$ cat config.mk
export PLATFORM = sky130hd
export DESIGN_NAME = debug_settings_ctl
export DESIGN_NICKNAME = d
export VERILOG_FILES = /design/src/rtl/debug_settings_ctl.sv
export SDC_FILE = /design/constraint.sdc
export NUM_CORES = 1
export LEC_CHECK = 0
export ABC_AREA = 1
export CORE_MARGIN = 4
export CORE_UTILIZATION = 30
export CTS_BUF_LIST = sky130_fd_sc_hd__clkbuf_16
export CTS_CLUSTER_DIAMETER = 120
export DETAILED_ROUTE_END_ITERATION = 8
export PLACE_DENSITY = 0.58
export SYNTH_ARGS = -nofsm -noshare
export SYNTH_HDL_FRONTEND = slang
export SYNTH_SLANG_ARGS = --single-unit
$ cat constraint.sdc
create_clock -name CLK -period 5 [get_ports CLK]
set_input_delay 1 -clock CLK [delete_from_list [all_inputs] [get_ports CLK]]
set_output_delay 1 -clock CLK [all_outputs]
set_load 0.01 [all_outputs]
$ cat src/rtl/debug_settings_ctl.sv
// Debug mux settings controller: CPU bus loads a shadow copy of the
// channel words, and a commit transfers all of them to the live settings
// in one edge, either right away or at a programmed system time.

package settings;
  localparam int NUM_CH = 4;

  // Each channel word is {type[63:56], value[55:0]}.
  typedef struct packed {
    logic [NUM_CH-1:0][63:0] value;
  } debug_settings_t;
endpackage

// state | meaning
// ------+------------------------------------------------------------
// IDLE  | shadow/target writable, waiting for a commit
// ARMED | timed commit pending, comparing SYS_TIME[55:8] to target
// APPLY | single cycle, shadow copied to live settings on exit edge
module debug_settings_ctl #(
  parameter int NUM_CH    = settings::NUM_CH,
  parameter int BUS_WIDTH = 16
) (
  input  logic                      CLK,
  input  logic                      RST_N,
  input  logic                      BUS_WE,
  input  logic [4:0]                BUS_ADDR,
  input  logic [BUS_WIDTH-1:0]      BUS_DATA,
  input  logic [55:0]               SYS_TIME,
  output settings::debug_settings_t DEBUG_SETTINGS,
  output logic                      BUSY,
  output logic                      COMMIT_DONE,
  output logic                      ERR_LATE,
  output logic                      ERR_WRITE_DROP
);

  typedef enum logic [1:0] {
    IDLE  = 2'd0,
    ARMED = 2'd1,
    APPLY = 2'd2
  } state_t;

  state_t                   state_q, state_d;
  logic                     wr_q;
  logic [4:0]               addr_q;
  logic [BUS_WIDTH-1:0]     data_q;
  logic [55:8]              sys_time_q;
  logic [55:8]              target_q;
  logic [NUM_CH-1:0][63:0]  shadow_q;

  logic shadow_wr, target_wr, ctl_wr;
  logic ctl_commit, ctl_timed, ctl_clr, ctl_cancel;
  logic do_apply, set_late, set_drop;

  // Only 256-tick granularity matters for activation.
  logic unused_time_bits;
  assign unused_time_bits = ^SYS_TIME[7:0];

  // Bus write and system time are registered so decode and time compare
  // both see the same sampled cycle.
  always_ff @(posedge CLK or negedge RST_N) begin
    if (!RST_N) begin
      wr_q       <= 1'b0;
      addr_q     <= '0;
      data_q     <= '0;
      sys_time_q <= '0;
    end else begin
      wr_q       <= BUS_WE;
      addr_q     <= BUS_ADDR;
      data_q     <= BUS_DATA;
      sys_time_q <= SYS_TIME[55:8];
    end
  end

  assign shadow_wr  = wr_q && (addr_q < 5'd16);
  assign target_wr  = wr_q && (addr_q >= 5'd16) && (addr_q <= 5'd19);
  assign ctl_wr     = wr_q && (addr_q == 5'd20);
  assign ctl_commit = ctl_wr && data_q[0];
  assign ctl_timed  = data_q[1];
  assign ctl_clr    = ctl_wr && data_q[2];
  assign ctl_cancel = ctl_wr && data_q[3];

  assign BUSY = (state_q != IDLE);

  // State register.
  always_ff @(posedge CLK or negedge RST_N) begin
    if (!RST_N) state_q <= IDLE;
    else        state_q <= state_d;
  end

  // Next-state logic and per-cycle action strobes.
  always_comb begin
    state_d  = state_q;
    do_apply = 1'b0;
    set_late = 1'b0;
    set_drop = 1'b0;
    case (state_q)
      IDLE: begin
        if (ctl_commit) begin
          if (!ctl_timed) begin
            state_d = APPLY;
          end else if (target_q <= sys_time_q) begin
            state_d  = APPLY;
            set_late = 1'b1;
          end else begin
            state_d = ARMED;
          end
        end
      end
      ARMED: begin
        if (shadow_wr || target_wr || ctl_commit) set_drop = 1'b1;
        // Cancel beats a simultaneous time match.
        if (ctl_cancel)                    state_d = IDLE;
        else if (sys_time_q == target_q)   state_d = APPLY;
      end
      APPLY: begin
        if (shadow_wr || target_wr) set_drop = 1'b1;
        do_apply = 1'b1;
        state_d  = IDLE;
      end
      default: state_d = IDLE;
    endcase
  end

  // Shadow and target registers, writable only while idle.
  always_ff @(posedge CLK or negedge RST_N) begin
    if (!RST_N) begin
      shadow_q <= '0;
      target_q <= '0;
    end else if (state_q == IDLE) begin
      if (shadow_wr) begin
        shadow_q[addr_q[3:2]][int'(addr_q[1:0])*BUS_WIDTH +: BUS_WIDTH] <= data_q;
      end
      if (target_wr) begin
        case (addr_q[1:0])
          2'd0:    target_q[15:8]  <= data_q[15:8];
          2'd1:    target_q[31:16] <= data_q;
          2'd2:    target_q[47:32] <= data_q;
          default: target_q[55:48] <= data_q[7:0];
        endcase
      end
    end
  end

  // Live settings update as a whole, with the done pulse in the same cycle.
  always_ff @(posedge CLK or negedge RST_N) begin
    if (!RST_N) begin
      DEBUG_SETTINGS <= '0;
      COMMIT_DONE    <= 1'b0;
    end else begin
      COMMIT_DONE <= do_apply;
      if (do_apply) DEBUG_SETTINGS.value <= shadow_q;
    end
  end

  // Sticky error flags; a new event outranks a clear in the same cycle.
  always_ff @(posedge CLK or negedge RST_N) begin
    if (!RST_N) begin
      ERR_LATE       <= 1'b0;
      ERR_WRITE_DROP <= 1'b0;
    end else begin
      ERR_LATE       <= set_late | (ERR_LATE & ~ctl_clr);
      ERR_WRITE_DROP <= set_drop | (ERR_WRITE_DROP & ~ctl_clr);
    end
  end

endmodule

==> results of run 1 <==
-- routing by layer --
| metal | up-vias | routed length [um] | track usage [%] |
|---|---|---|---|
| li1 | 6884 | - | - |
| met1 | 7690 | 29900 | 20.5 |
| met2 | 327 | 32900 | 26.0 |
| met3 | 105 | 4480 | 4.42 |
| met4 | 12 | 1720 | 5.08 |
| met5 | - | 82 | 0 |
-- worst max-delay path, stage by stage, from the launching register on --
cell and delay (ps):
dfrtp_1 320, buf_4 280, inv_1 230, ha_1 330, buf_4 210, inv_1 410, nand3_1 720, nor2_1 520
mux2_2 230
-- metrics by stage --
stage | power (mW) | hold WS [ps]
after CTS | 15.0 | 482
final | 14.8 | 485
after global routing | 15.6 | 507
after global placement | 9.61 | 471
after detailed placement | 9.70 | 475
after floorplan | 8.08 | 468
-- where the power goes --
group          internal, mW  switching, mW
registers              5.84          0.433
logic                  1.64           1.63
clock network          3.07           2.16
-- cells by family (layout without fill, tap and decap cells) --
| kind of cell | count (synthesis) | in the layout | share of synthesized area, % |
|---|---|---|---|
| buf+inv | 203 | 616 | 3.52 |
| simple gates | 347 | 347 | 5.93 |
| mux | 440 | 440 | 20.0 |
| fa+ha+maj | 59 | 59 | 2.98 |
| compound gates | 151 | 151 | 3.50 |
| other cells | 0 | 8 | 0 |
| flops | 635 | 635 | 64.1 |
-- state kept, by name (all words and copies together), names as in the netlist --
signal,cells
target_q,48
addr_q,5
DEBUG_SETTINGS,256
ERR_LATE,1
shadow_q,256
state_q,2
wr_q,1
sys_time_q,48
data_q,16
ERR_WRITE_DROP,1
COMMIT_DONE,1
-- cell type report --
| cell class | instances | share of cell area [%] |
|---|---|---|
| sequential | 635 | 50.1 |
| multi-input combinational | 997 | 25.4 |
| timing repair buffer | 351 | 11.2 |
| clock buffer | 74 | 5.84 |
| tap | 1070 | 4.22 |
| clock inverter | 61 | 1.63 |
| inverter | 130 | 1.54 |
| antenna | 8 | 0.0631 |
-- cells in the mapped netlist (2+ instances only) --
master / n
nand4_1: 2
a21oi_1: 66
o21ai_0: 40
nand3_1: 26
buf_2: 30
nor2_4: 9
buf_1: 8
nor2_1: 113
dfrtp_1: 635
nand2_1: 162
nor3_1: 19
inv_1: 129
nand2_2: 5
nor2_2: 8
o21a_1: 41
mux2_2: 440
ha_1: 59
a21o_1: 2
buf_4: 17
clkbuf_1: 16
-- worst max path at each step --
stage	startpoint	to	cells after the start
after global placement	addr_q[0]	shadow_q[142]	8
after detailed placement	addr_q[0]	shadow_q[79]	8
after CTS	addr_q[0]	shadow_q[207]	8
final	addr_q[0]	shadow_q[143]	8
after floorplan	addr_q[0]	shadow_q[10]	9
after global routing	addr_q[0]	shadow_q[206]	8
==> run metrics, run 1 <==
vias=15.0k; post-layout minimum cycle time=3320 ps; height of the chip=295 um; area of the mapped netlist=0.0248 mm2; origin of the worst min-delay path=shadow_q[206]; transition time at the pin with the least slew margin=1240 ps; worst vdd rail ir drop=0.000246 V; clock tree root buffer cell=clkbuf_16; reg-to-reg setup timing slack=1680 ps; number of cells produced by synthesis=1,835; Placed Instance Area=0.0293 mm2; cell types occupying the most area after synthesis=dfrtp_1 (64%), mux2_2 (20%), ha_1 (3.0%); signed area change from the synthesized netlist to the final layout=27.9%; sequential cell area=0.0159 mm2; final standard cell utilization of the core=38.7%; Worst Setup End Kind=flip-flop; TritonCTS Buffers=73; HPWL after DPL=48.1 mm; number of violations reported at the end of detailed-routing iteration 0=783; destination of the worst register-to-register timing path=shadow_q[143]; asr flop ratio synth=100%; setup violators final=0; remaining design rule violation count=0; required arrival time at the worst endpoint=5530 ps; highest fanout seen on the critical path=22; Clock Pin Slew Worst Setup and Hold Paths=60 ps; most common cell after layout, fill and taps aside=dfrtp_1; number of vias per cell after detailed routing=4.52; Starting Density=30.2%; count of flip-flops with a built-in enable after synthesis=0; finished layout cell area=0.0317 mm2; number of storage elements in the synthesis netlist=635; insertion delay of the later-clocked pin in the worst-skew pair=610 ps; Yosys top cell by area=dfrtp_1; via count of the first global-routing pass=16.1k; final worst clock skew=17.8 ps; first-pass GRT wire length=104 mm; total instance count after detailed placement=3,183; number of gates given a new drive strength after cts=0; Leakage Power=15.2 nW; H-tree depth=3; final std cells w/o fill=3,326; share of the synthesized area in the top cell type=64.1%; status=finished clean; reg-to-reg startpoint=addr_q[0]; maximum number of pins on one net before global-route repair=113; Die Area=0.0873 mm2; power per unit of standard cell area=466 mW/mm2; number of nets with antenna violations after detailed routing=0; grt total ovfl=0; Setup crit start kind=flip-flop; total detailed-routing wirelength=69.0 mm; post-synth net total=1,974; global-route total usage across every layer=15.9%; Post-CTS Setup Repair Bufs=0; Post-Route Setup TNS=0 ps; Mapped Avg Cell Area=13.5 um2; Placement Rows=105; clock tree from TritonCTS=yes; worst hold path depth=1; 1st-pass router iterations=5; Max Cap Viol=0; initial antenna violation count=16; final net count=2,327; logic depth of the worst register-to-register path=8; tightest slew margin relative to the limit=17.4%; routed wirelength normalized by instance count=20.8 um; proportion of layout cells with a drive suffix above 1=26.6%; dominant synthesized flop cell=dfrtp_1; buffers added on ports=331; clk sink count=635; terminating pin of the worst hold path=DEBUG_SETTINGS[206]; Place WS=1630 ps; max-slew violation total from the final report=0; Die Span X=295 um; core area=0.0820 mm2; largest buffer count on any clock path=3; unrepaired setup endpoints after global routing=no; worst setup margin=1680 ps; proportion of synthesized chip area in sequential cells=64.1%; Achievable Freq=301 MHz; multi-input logic area=0.00805 mm2; number of hold buffers added after CTS=0; number of hold-slack violations in the final timing report=0; final weighted congestion of routability-driven global placement=0.769; data arrival time at the worst-slack endpoint=3860 ps; Setup CP Type=reg -> reg; number of top-level design ports=340; warnings from Yosys=0; number of library cell types mapped by synthesis=28; crit share post-route=66.5%; path class of the lowest-slack min-delay path=reg -> reg; Layout fillers=7,804; commonest non-fill, non-tap cells in the layout=dfrtp_1 (635), mux2_2 (440), clkdlybuf4s50_1 (330), nand2_1 (162), inv_1 (143)
Note: power is estimated with default switching activity, not from simulation.
==> run 2: changes to the inputs <==
Clock period 5 ns to 3.3 ns, I/O delays scaled along.
==> run 2 against run 1 <==
First-iteration DRC count is 2.4% lower; non-clock buffer count is 23 higher; sequential power is 52% higher; critical path depth is 4 lower; routed wire length is 1.8% higher; total power is 50% higher; register-to-register slack worse by 790 ps; largest power group unchanged; final cell count is 0.51% higher; setup slack worse by 1100 ps.
==> run metrics, run 2 (synthesis results as in run 1) <==
Setup crit start kind=flip-flop; first-pass GRT wire length=105 mm; Setup CP Type=reg -> out; Achievable Freq=364 MHz; highest fanout seen on the critical path=4; transition time at the pin with the least slew margin=812 ps; crit share post-route=83.3%; TritonCTS Buffers=74; Post-Route Setup TNS=0 ps; Die Span X=295 um; final worst clock skew=20.1 ps; largest incremental delay on the critical path=630 ps; maximum number of pins on one net before global-route repair=128; 1st-pass router iterations=5; Post-CTS Setup Repair Bufs=0; tightest slew margin relative to the limit=45.5%; HPWL after DPL=49.2 mm; Place WS=810 ps; total detailed-routing wirelength=70.2 mm; Placement Rows=105; buffers added on ports=331; Clock Pin Slew Worst Setup and Hold Paths=60 ps; number of top-level design ports=340; routed wirelength normalized by instance count=21.0 um; cells along the critical path=inv_1 > ha_1 > inv_1 > clkdlybuf4s50_1; setup violators final=0; clk sink count=635; Layout fillers=7,780; Leakage Power=15.3 nW; terminating pin of the worst hold path=DEBUG_SETTINGS[156]; Starting Density=30.2%; number of vias per cell after detailed routing=4.54; power per unit of standard cell area=696 mW/mm2; worst setup margin=552 ps; Die Area=0.0873 mm2; final net count=2,351; commonest non-fill, non-tap cells in the layout=dfrtp_1 (635), mux2_2 (440), clkdlybuf4s50_1 (330), nand2_1 (162), inv_1 (149); remaining design rule violation count=0; clock tree root buffer cell=clkbuf_16; logic depth of the worst register-to-register path=7; final standard cell utilization of the core=38.8%; reg-to-reg setup timing slack=890 ps; grt total ovfl=0; post-layout minimum cycle time=2750 ps; number of nets with antenna violations after detailed routing=0; insertion delay of the later-clocked pin in the worst-skew pair=610 ps; height of the chip=295 um; number of hold-slack violations in the final timing report=0; worst hold path depth=1; Max Cap Viol=0; data arrival time at the worst-slack endpoint=2090 ps; max-slew violation total from the final report=0; unrepaired setup endpoints after global routing=no; global-route total usage across every layer=16.2%; worst vdd rail ir drop=0.000390 V; H-tree depth=3; cell at the slowest stage of the critical path=clkdlybuf4s50_1; clock tree from TritonCTS=yes; largest buffer count on any clock path=3; signed area change from the synthesized netlist to the final layout=28.2%; proportion of layout cells with a drive suffix above 1=26.6%; path class of the lowest-slack min-delay path=reg -> reg; total chip power=22.1 mW; Top Registers=DEBUG_SETTINGS x256, shadow_q x256; via count of the first global-routing pass=16.4k; category of cells accounting for the largest share of critical-path delay=buffers and inverters; vias=15.2k; required arrival time at the worst endpoint=2640 ps; Worst Setup End Kind=output port; worst path bufs/invs=3; number of gates given a new drive strength after cts=0; status=finished clean; core area=0.0820 mm2; number of violations reported at the end of detailed-routing iteration 0=764; most frequent CP cell=inv_1; origin of the worst min-delay path=shadow_q[156]; destination of the worst register-to-register timing path=shadow_q[1]; reg-to-reg startpoint=addr_q[1]; most common cell after layout, fill and taps aside=dfrtp_1; final weighted congestion of routability-driven global placement=0.768; initial antenna violation count=14
run 2: cell count changes in the layout (fill, tap and decap cells not counted):
cell / previous run / this run
buf_4: 13 / 30
clkinv_2: 17 / 8
inv_1: 143 / 149
buf_12: 7 / 12
bufinv_16: 7 / 2
clkinv_1: 12 / 17
clkinvlp_4: 4 / 0
clkbuf_16: 74 / 75
clkinv_8: 3 / 4
diode_2: 8 / 7
dlygate4sd3_1: 0 / 1
inv_16: 1 / 0
inv_6: 1 / 2
run 2: layer usage:
layer  routed length [um]  share of wire [%]  track usage (%)
met2                33600                 48             26.7
met1                31000                 44             21.2
met5                   69              0.098                0
met4                 1460                2.1             4.60
met3                 4040                5.8             4.09
run 2: how the worst max path moves through the flow:
stage                          start       endpoint  cells past startpoint
after floorplan            addr_q[0]   shadow_q[10]                      9
after global placement     addr_q[1]   shadow_q[18]                      6
after detailed placement   addr_q[1]  shadow_q[111]                      6
after CTS                 state_q[0]           BUSY                      4
after global routing      state_q[1]           BUSY                      4
final                     state_q[0]           BUSY                      4
run 2: final cells by class:
type	count	area (um2)	share of cell area, %
Inverter	130	488	1.53
Clock inverter	55	339	1.07
Timing Repair Buffer	374	3790	11.9
Tap cell	1070	1340	4.21
Sequential cell	635	15900	50.0
Antenna cell	7	17.5	0.0551
Multi-Input combinational cell	997	8050	25.3
Clock buffer	75	1880	5.90
run 2: power breakdown:
| group | switching [mW] | internal [mW] | total (mW) |
|---|---|---|---|
| Sequential | 0.693 | 8.86 | 9.55 |
| Clock | 3.20 | 4.28 | 7.48 |
| Combinational | 2.50 | 2.61 | 5.11 |
run 2: timing repair:
action / 4_1_cts / 5_1_grt
hold endpoints to repair: 33 / 0
hold buffers: 1 / 0
setup endpoints to repair: 0 / 0
run 2: metrics by stage:
step	cell area, um2	cells	hold slack (ps)
4_1_cts	31800	3336	447
3_3_place_gp	29600	3205	474
3_5_place_dp	29600	3205	479
5_1_grt	31800	3336	457
6_report	31800	3343	485
2_1_floorplan	24800	1835	364
